==> config.mk <==
export PLATFORM = sky130hd
export DESIGN_NAME = dmem_arbiter
export DESIGN_NICKNAME = d
export VERILOG_FILES = /design/src/rtl/dmem_arb_pkg.sv /design/src/rtl/dmem_arbiter.sv
export SDC_FILE = /design/constraint.sdc
export NUM_CORES = 1
export LEC_CHECK = 0
export CORE_MARGIN = 8
export CORE_UTILIZATION = 25
export DETAILED_ROUTE_END_ITERATION = 16
export GPL_TIMING_DRIVEN = 0
export HOLD_SLACK_MARGIN = 0.05
export PLACE_DENSITY = 0.82
export SYNTH_ARGS = -nofsm -noshare
export SYNTH_HDL_FRONTEND = slang
export SYNTH_SLANG_ARGS = --single-unit
==> constraint.sdc <==
create_clock -name clk -period 3.4 [get_ports clk]
set_clock_uncertainty 0.15 [all_clocks]
set_input_delay 0.85 -clock clk [delete_from_list [all_inputs] [get_ports clk]]
set_output_delay 0.85 -clock clk [all_outputs]
set_load 0.02 [all_outputs]
==> src/rtl/dmem_arb_pkg.sv <==
`default_nettype none
// ============================================================================
//  Module   : dmem_arb_pkg
//  Purpose  : Shared types and defaults for the data-memory arbiter.
//  Revision : 1.0 - initial release
// ============================================================================
package dmem_arb_pkg;

    localparam int C_DEFAULT_AW = 8;
    localparam int C_DEFAULT_DW = 16;

    typedef enum logic [1:0] {
        IDLE     = 2'd0,
        OWN_CPU  = 2'd1,
        OWN_HOST = 2'd2
    } arb_state_e;

    typedef enum logic {
        OWN_SEL_CPU  = 1'b0,
        OWN_SEL_HOST = 1'b1
    } owner_e;

endpackage : dmem_arb_pkg
`default_nettype wire

==> src/rtl/dmem_arbiter.sv <==
`default_nettype none
// ============================================================================
//  Module   : dmem_arbiter
//  Purpose  : Round-robin, grant-holding arbiter between CPU and host for the
//             single-port data memory, with a bounded hold limit.
//  Revision : 1.0 - initial release
// ============================================================================
module dmem_arbiter
    import dmem_arb_pkg::*;
#(
    parameter int AW       = C_DEFAULT_AW,
    parameter int DW       = C_DEFAULT_DW,
    parameter int MAX_HOLD = 4
) (
    input  logic          clk,
    input  logic          reset,
    input  logic          cpu_req,
    input  logic          cpu_wr,
    input  logic [AW-1:0] cpu_addr,
    input  logic [DW-1:0] cpu_wdata,
    output logic          cpu_gnt,
    output logic          cpu_rvalid,
    input  logic          host_req,
    input  logic          host_wr,
    input  logic [AW-1:0] host_addr,
    input  logic [DW-1:0] host_wdata,
    output logic          host_gnt,
    output logic          host_rvalid,
    output logic [DW-1:0] rdata,
    output logic [AW-1:0] mem_addr,
    output logic          mem_wr,
    output logic [DW-1:0] mem_wdata,
    input  logic [DW-1:0] mem_rdata
);

    localparam int            HW          = $clog2(MAX_HOLD) + 1;
    localparam logic [HW-1:0] C_HOLD_LAST = HW'(MAX_HOLD - 1);
    localparam logic [HW-1:0] C_HOLD_SAT  = '1;

    arb_state_e    state_q, state_d;
    owner_e        last_owner_q, last_owner_d;
    logic [HW-1:0] hold_cnt_q, hold_cnt_d;
    logic          cpu_rvalid_q, host_rvalid_q;
    logic          cpu_acc, host_acc;

    assign cpu_gnt  = (state_q == OWN_CPU);
    assign host_gnt = (state_q == OWN_HOST);
    assign cpu_acc  = cpu_gnt & cpu_req;
    assign host_acc = host_gnt & host_req;

    always_comb begin
        mem_addr  = '0;
        mem_wdata = '0;
        mem_wr    = 1'b0;
        if (cpu_acc) begin
            mem_addr  = cpu_addr;
            mem_wdata = cpu_wdata;
            mem_wr    = cpu_wr;
        end else if (host_acc) begin
            mem_addr  = host_addr;
            mem_wdata = host_wdata;
            mem_wr    = host_wr;
        end
    end

    // Masking with reset kills a read response whose access preceded reset.
    assign cpu_rvalid  = cpu_rvalid_q & ~reset;
    assign host_rvalid = host_rvalid_q & ~reset;
    assign rdata       = mem_rdata;

    always_comb begin
        state_d = state_q;
        unique case (state_q)
            IDLE: begin
                if (cpu_req && host_req)
                    state_d = (last_owner_q == OWN_SEL_HOST) ? OWN_CPU : OWN_HOST;
                else if (cpu_req)
                    state_d = OWN_CPU;
                else if (host_req)
                    state_d = OWN_HOST;
            end
            OWN_CPU: begin
                if (cpu_req) begin
                    if (host_req && (hold_cnt_q >= C_HOLD_LAST))
                        state_d = OWN_HOST;
                end else begin
                    state_d = host_req ? OWN_HOST : IDLE;
                end
            end
            OWN_HOST: begin
                if (host_req) begin
                    if (cpu_req && (hold_cnt_q >= C_HOLD_LAST))
                        state_d = OWN_CPU;
                end else begin
                    state_d = cpu_req ? OWN_CPU : IDLE;
                end
            end
            default: state_d = IDLE;
        endcase
    end

    always_comb begin
        last_owner_d = last_owner_q;
        hold_cnt_d   = hold_cnt_q;
        if (state_d != state_q) begin
            hold_cnt_d = '0;
            if (state_d == OWN_CPU)
                last_owner_d = OWN_SEL_CPU;
            else if (state_d == OWN_HOST)
                last_owner_d = OWN_SEL_HOST;
        end else if ((cpu_acc || host_acc) && (hold_cnt_q != C_HOLD_SAT)) begin
            hold_cnt_d = hold_cnt_q + HW'(1);
        end
    end

    always_ff @(posedge clk) begin
        if (reset) begin
            state_q       <= IDLE;
            last_owner_q  <= OWN_SEL_HOST;
            hold_cnt_q    <= '0;
            cpu_rvalid_q  <= 1'b0;
            host_rvalid_q <= 1'b0;
        end else begin
            state_q       <= state_d;
            last_owner_q  <= last_owner_d;
            hold_cnt_q    <= hold_cnt_d;
            cpu_rvalid_q  <= cpu_acc & ~cpu_wr;
            host_rvalid_q <= host_acc & ~host_wr;
        end
    end

endmodule : dmem_arbiter
`default_nettype wire

Word level (Yosys, flattened, before mapping)

Index checks and enable logic that the tools add are counted.

Bits in registers: 8
Input port bits: 70
Logic and storage cells: 50

Magnitude comparators: 1
Reductions and logical operators: 9
Equality and inequality tests: 6
Add/subtract/negate cells: 1
Mux-type cells: 19
Bitwise logic cells: 9

Operators by type and width:

| cell                | count |
|---|---|
| $mux 16             | 2 |
| $mux 2              | 9 |
| $mux 8              | 2 |
| $and 1x1->1         | 6 |
| $pmux 2 s3          | 1 |
| $mux 1              | 5 |
| $eq 2x1->1 const B  | 2 |
| $eq 2x2->1 const B  | 2 |
| $logic_and 1x1->1   | 4 |
| $add 3x1->3 const B | 1 |
| $ge 3x2->1 const B  | 1 |
| $ne 3x3->1 const B  | 1 |
| $not 1->1           | 3 |
| $logic_not 2->1     | 1 |
| $ne 2x2->1          | 1 |
| $reduce_and 2->1    | 1 |
| $reduce_bool 2->1   | 1 |
| $reduce_or 2->1     | 1 |
| $logic_or 1x1->1    | 1 |

Logic depth before layout (Yosys ltp)

Depth in word-level cells: 8
Depth in mapped cells: 9
Gate-level depth less buffers: 9

Least setup slack after synthesis

Ideal clock, no wire load.

Kind: input to output
Start: input port cpu_req
End: output port mem_addr[0]
Data required time: 2.400 ns
Arrival time: 1.732 ns
Slack: 0.668 ns
Buffers on the path: 2
Stages on the path: 4
Cell sequence: and3b_1 -> buf_2 -> buf_1 -> a22o_1

Word-level cells in the longest chain between the ends: 2

RTL lines:

| item            | line               | text |
|---|---|---|
| start, declared | dmem_arbiter.sv:17 | `input logic cpu_req,` |
| $and 1x1->1     | dmem_arbiter.sv:48 | `assign cpu_acc = cpu_gnt & cpu_req;` |
| $mux 8          | dmem_arbiter.sv:55 | `if (cpu_acc) begin` |
| end, declared   | dmem_arbiter.sv:30 | `output logic [AW-1:0] mem_addr,` |

Every way passes these cells.

Worst setup path after layout

Start: input port host_req
End: output port mem_wdata[12]

Word-level cells in the longest chain between the ends: 3

RTL lines:

| item            | line               | text |
|---|---|---|
| start, declared | dmem_arbiter.sv:23 | `input logic host_req,` |
| $and 1x1->1     | dmem_arbiter.sv:49 | `assign host_acc = host_gnt & host_req;` |
| $mux 16         | dmem_arbiter.sv:59 | `end else if (host_acc) begin` |
| $mux 16         | dmem_arbiter.sv:55 |  |
| end, declared   | dmem_arbiter.sv:32 | `output logic [DW-1:0] mem_wdata,` |

Every way passes these cells.

==> out/metrics.csv <==
metric,value,unit
first_global_vias,1110,
post_cts_resized,58,
swShare,32.0,%
layout_min_cycle_time,3190,ps
row_count,21,
syn_nets,172,
area_delta_synth_final,117,%
ir_drop,0.160,mV
dp_slack,-619,ps
synth_commonest_cells,"25 x a22o_1, 16 x buf_4, 8 x dfxtp_1, 5 x nor2b_1",
netlist.area_leader.share,25.7,%
ant_nets,0,
synth_edf_count,0,
yosys.cell_count.top_type,a22o_1,
rsz0062_at_grt,no,
post_dp_cell_area,1880,sq um
grt_usage,12.8,%
clk_pin_slew,60,ps
tritoncts,built,
io_pins,115,
grt_antenna_before_repair,0,
hold_violations,0,
syn_avg_cell_area,8.71,sq um
crit_path_end_kind,primary output,
ys.flop_type,dfxtp_1,
cts_made_buffers,3,
n_antenna_cell,0,
netlist_area,853,sq um
nFillCells,324,
wl,4070,um
synthTopCellsByArea,"a22o_1 26%, dfxtp_1 19%, buf_4 14%, ha_1 5.9%, nor2b_1 3.7%",
grt-ovfl-total,0,
slew_violations,0,
grt_pass1_wl,5530,um
seqPwrFrac,26.5,%
holdBufCountCts,0,
vias_per_cell,4.64,
die_area,5540,sq um
numPortBuffers,97,
cts_root_buf,clkbuf_4,
fin_area,1850,sq um
crit_type,input pin to primary output,
clk_latency,260,ps
cts_max_level,1,
syn_inst,98,
die_x,74.4,um
synth_top_area_cell,a22o_1,
fin_ws,211,ps
critPathLaunchType,input pin,
drc_errors,0,
layout-drive-gt1-share,24.2,%
outcome,"finished, final reports clean",
cts_sinks,8,
ys_ff_latch,8,
ys_seq_area_share,18.8,%
internal_power,0.262,mW
initial_core_util,25.8,%
yosys.cell_types.count,30,
num_vias,1133,
synthArstFlopShare,0,%
routabilityCongestion,0.702,
dpl.hpwl,3480,um
wl_per_cell,16.7,um
setup_viol,0,
core-area,3310,sq um
drt_iter0_drc,28,
worst-path-max-fanout,10,
ys_warn_count,0,
cap_violations,0,
die_h,74.4,um
crit_required,2400,ps
p_switching,0.123,mW
pwr_density_cell,208,nW/um^2
cts_setup_buffers,0,
relSlewSlack,72.1,%
p_comb_share,53.7,%
drt_pass1_iterations,4,
worst_pin_slew,419,ps
critPathArrivalTime,2190,ps
power_frac_clock,19.8,%
cts_buffer_depth,2,
grt_max_degree,11,
fin_util,55.9,%
timing.final.crit_share,93.8,%
fin_nets,274,
power,0.385,mW
hp-class,flip-flop to flip-flop,
fmax,314,MHz
p_leak,0.834,nW
-- flip-flops by register name, indices dropped and copies added (netlist names) --
register / cells
cpu_rvalid_q: 1
hold_cnt_q: 3
host_rvalid_q: 1
last_owner_q: 1
state_q: 2
-- layer usage --
metal / up-vias / part of all wire, % / GRT usage [%]
li1: 556 / - / -
met1: 502 / 42 / 13.8
met2: 73 / 46 / 22.7
met3: 2 / 12 / 5.80
met4: 0 / 0.29 / 1.96
met5: - / 0 / 0
-- worst max-delay path: stages --
cell           delay (ps)
dlygate4sd2_1         310
and3b_1               210
buf_6                 140
clkbuf_4              180
a22o_1                180
dlygate4sd2_1         320
-- power by group through the flow --
stage / clock, mW / sequential (mW) / combinational (mW)
after floorplan: 0 / 0.103 / 0.0971
after global placement: 0 / 0.104 / 0.214
after detailed placement: 0 / 0.104 / 0.217
after CTS: 0.0783 / 0.102 / 0.212
after global routing: 0.0858 / 0.103 / 0.221
final: 0.0763 / 0.102 / 0.207
-- kinds of logic (layout without fill, tap and decap cells) --
group	after synthesis	in the layout	synth area share [%]
AO/OA/AOI/OAI	35	35	34.8
multiplexers	4	4	4.84
XOR/XNOR	1	1	1.03
flip-flops	8	8	18.8
adder cells (fa/ha/maj)	4	4	5.87
buffers and inverters	25	125	19.2
AND/OR/NAND/NOR	21	21	15.5
-- stage by stage --
stage,std cells,setup TNS (ps),hold WS [ps]
floorplan,98,0,340
global placement,241,-11980,361
detailed placement,241,-12380,382
CTS,244,0,389
global route,244,0,440
finish,244,0,384
-- layout make-up --
cell class              instances  area [sq um]  share of cell area, %
repair buffers                 97           901                   48.7
multi-input cells              65           529                   28.6
plain buffers                  23           173                   9.33
flip-flops and latches          8           160                   8.65
well taps                      46          57.6                   3.11
clock buffers                   3          22.5                   1.22
inverters                       2          7.51                  0.406
-- placed cells by master, fill, tap and decap left out, types with 2 or more instances in the layout --
master / instances
and3b_1: 2
dlygate4sd2_1: 7
a211oi_1: 2
dfxtp_1: 8
clkdlybuf4s15_2: 5
ha_1: 4
nor2_1: 4
clkdlybuf4s50_1: 70
nor3b_1: 3
a22o_1: 25
clkbuf_2: 14
nand2_1: 2
buf_4: 19
inv_1: 2
o21ai_0: 2
nor2b_1: 5
clkbuf_4: 5
mux2i_1: 3
-- path summary, 6_finish.rpt --
kind	cells after the start	slack [ps]	from	to
max	6	210	host_req	mem_wdata[12]
min	2	380	last_owner_q$_SDFFE_PP1P_	last_owner_q$_SDFFE_PP1P_
max reg2reg	9	620	hold_cnt_q[0]$_SDFFE_PP0P_	last_owner_q$_SDFFE_PP1P_
min reg2reg	2	380	last_owner_q$_SDFFE_PP1P_	last_owner_q$_SDFFE_PP1P_
(Power assumes the default switching activity.)
==> RTL edit, RTL diff (same flow settings) <==
Set the parameter `MAX_HOLD` to 8 (it was 4).
--- a/src/rtl/dmem_arbiter.sv
+++ b/src/rtl/dmem_arbiter.sv
@@ -11,5 +11,5 @@
     parameter int AW       = C_DEFAULT_AW,
     parameter int DW       = C_DEFAULT_DW,
-    parameter int MAX_HOLD = 4
+    parameter int MAX_HOLD = 8
 ) (
     input  logic          clk,
Behaviour: not the same (a bounded check fails within 10 cycles, from zero or initial values and one cycle with reset high).
==> RTL edit against the original RTL <==
- sequential share of layout area rose by 0.47 points
- total power is 4.4% higher
- worst setup slack worse by 0.073 ns
- sequential cell count up 1
- sequential power is 11% higher
- fmax shrank 2.2%
- synthesized area is 2.2% higher
- die area increased by 1.7%
- critical endpoint is now mem_wdata[9]
- final area increased by 6.7%
- routed wire length grew 9.9%
==> RTL edit: results (changes against the original RTL) <==
hold_ws_ns: 0.383  # -0.000673 ns
grtUsageMet2_pct: 26.1  # +3.5 points
reg.largest.list: "hold_cnt_q (4), state_q (2)"
crit_end: "mem_wdata[9]"
synthAdderAreaFrac_pct: 2.87  # -3.0 points
synth_cell_types: 27  # -10%
met1_usage_pct: 15.6  # +1.9 points
regToRegSetupSlack_ns: 0.96  # +0.34 ns
peakVddDrop_v: 0.000196  # +22%
synth_common_cells: "a22o_1, buf_4, dfxtp_1"
status: "finished clean"
io_buffers: 98  # +1.0%
synth_compound_area_share_pct: 38.0  # +3.3 points
yosys-mux-area-fraction_pct: 4.73  # -0.10 points
power_leakage_nw: 0.820  # -1.7%
max_stage_delay_ns: 0.34  # +0.02 ns
fin_nets: 277  # +1.1%
wl_um: 4470  # +9.9%
grt_util_all_layers_pct: 14.7  # +2.0 points
place_ws_ns: -0.543  # +0.0758 ns
worstHoldStart: "hold_cnt_q[0]"
cp.arrival_ns: 2.26  # +0.07 ns
min_to: "hold_cnt_q[3]"
vias: 1159  # +2.3%
place.gp.congestion: 0.757  # +7.8%
grt_pass1_vias: 1132  # +2.0%
clock.fmax_ghz: 0.307  # -2.2%
layout-drive-gt1-share_pct: 24.0  # -0.22 points
wl_per_cell_um: 17.9  # +7.2%
dr_wl_met3_um: 634  # +26%
slew_headroom_pct: 79.7  # +7.6 points
wl_met2_um: 2060  # +11%
post-dp-hpwl_um: 3880  # +12%
wl_met1_um: 1760  # +3.7%
dp.cells: 246  # +2.1%
grt_pass1_wl_um: 6310  # +14%
syn_inst: 102  # +4.1%
synth_seq_area_share_pct: 20.7  # +1.9 points
drtIter0Drc: 34  # +21%
switching_share_pct: 30.5  # -1.5 points
grt_util_met3_pct: 6.66  # +0.86 points
reg2reg_depth: 8  # -1
-- RTL edit: cell count changes after synthesis, moves of 2 or more --
cell / before / now
buf_2: 2 / 6
o21ai_1: 0 / 4
clkbuf_1: 3 / 0
ha_1: 4 / 2
inv_1: 2 / 4
nor3_1: 0 / 2
o21ai_0: 2 / 0
-- RTL edit: power by group through the flow --
stage / sequential, mW / clock (mW) / combinational, mW
2_1_floorplan: 0.114 / 0 / 0.0904
3_3_place_gp: 0.115 / 0 / 0.209
3_5_place_dp: 0.115 / 0 / 0.211
4_1_cts: 0.113 / 0.0873 / 0.208
5_1_grt: 0.114 / 0.0963 / 0.219
6_report: 0.113 / 0.0832 / 0.206
-- RTL edit: final cells by class --
| type | count | area, sq um |
|---|---|---|
| clock buffers | 4 | 26.3 |
| repair buffers | 98 | 998 |
| inverters | 4 | 15.0 |
| flip-flops and latches | 9 | 180 |
| fillers | 289 | 1360 |
| well taps | 46 | 57.6 |
| plain buffers | 22 | 169 |
| multi-input cells | 67 | 528 |
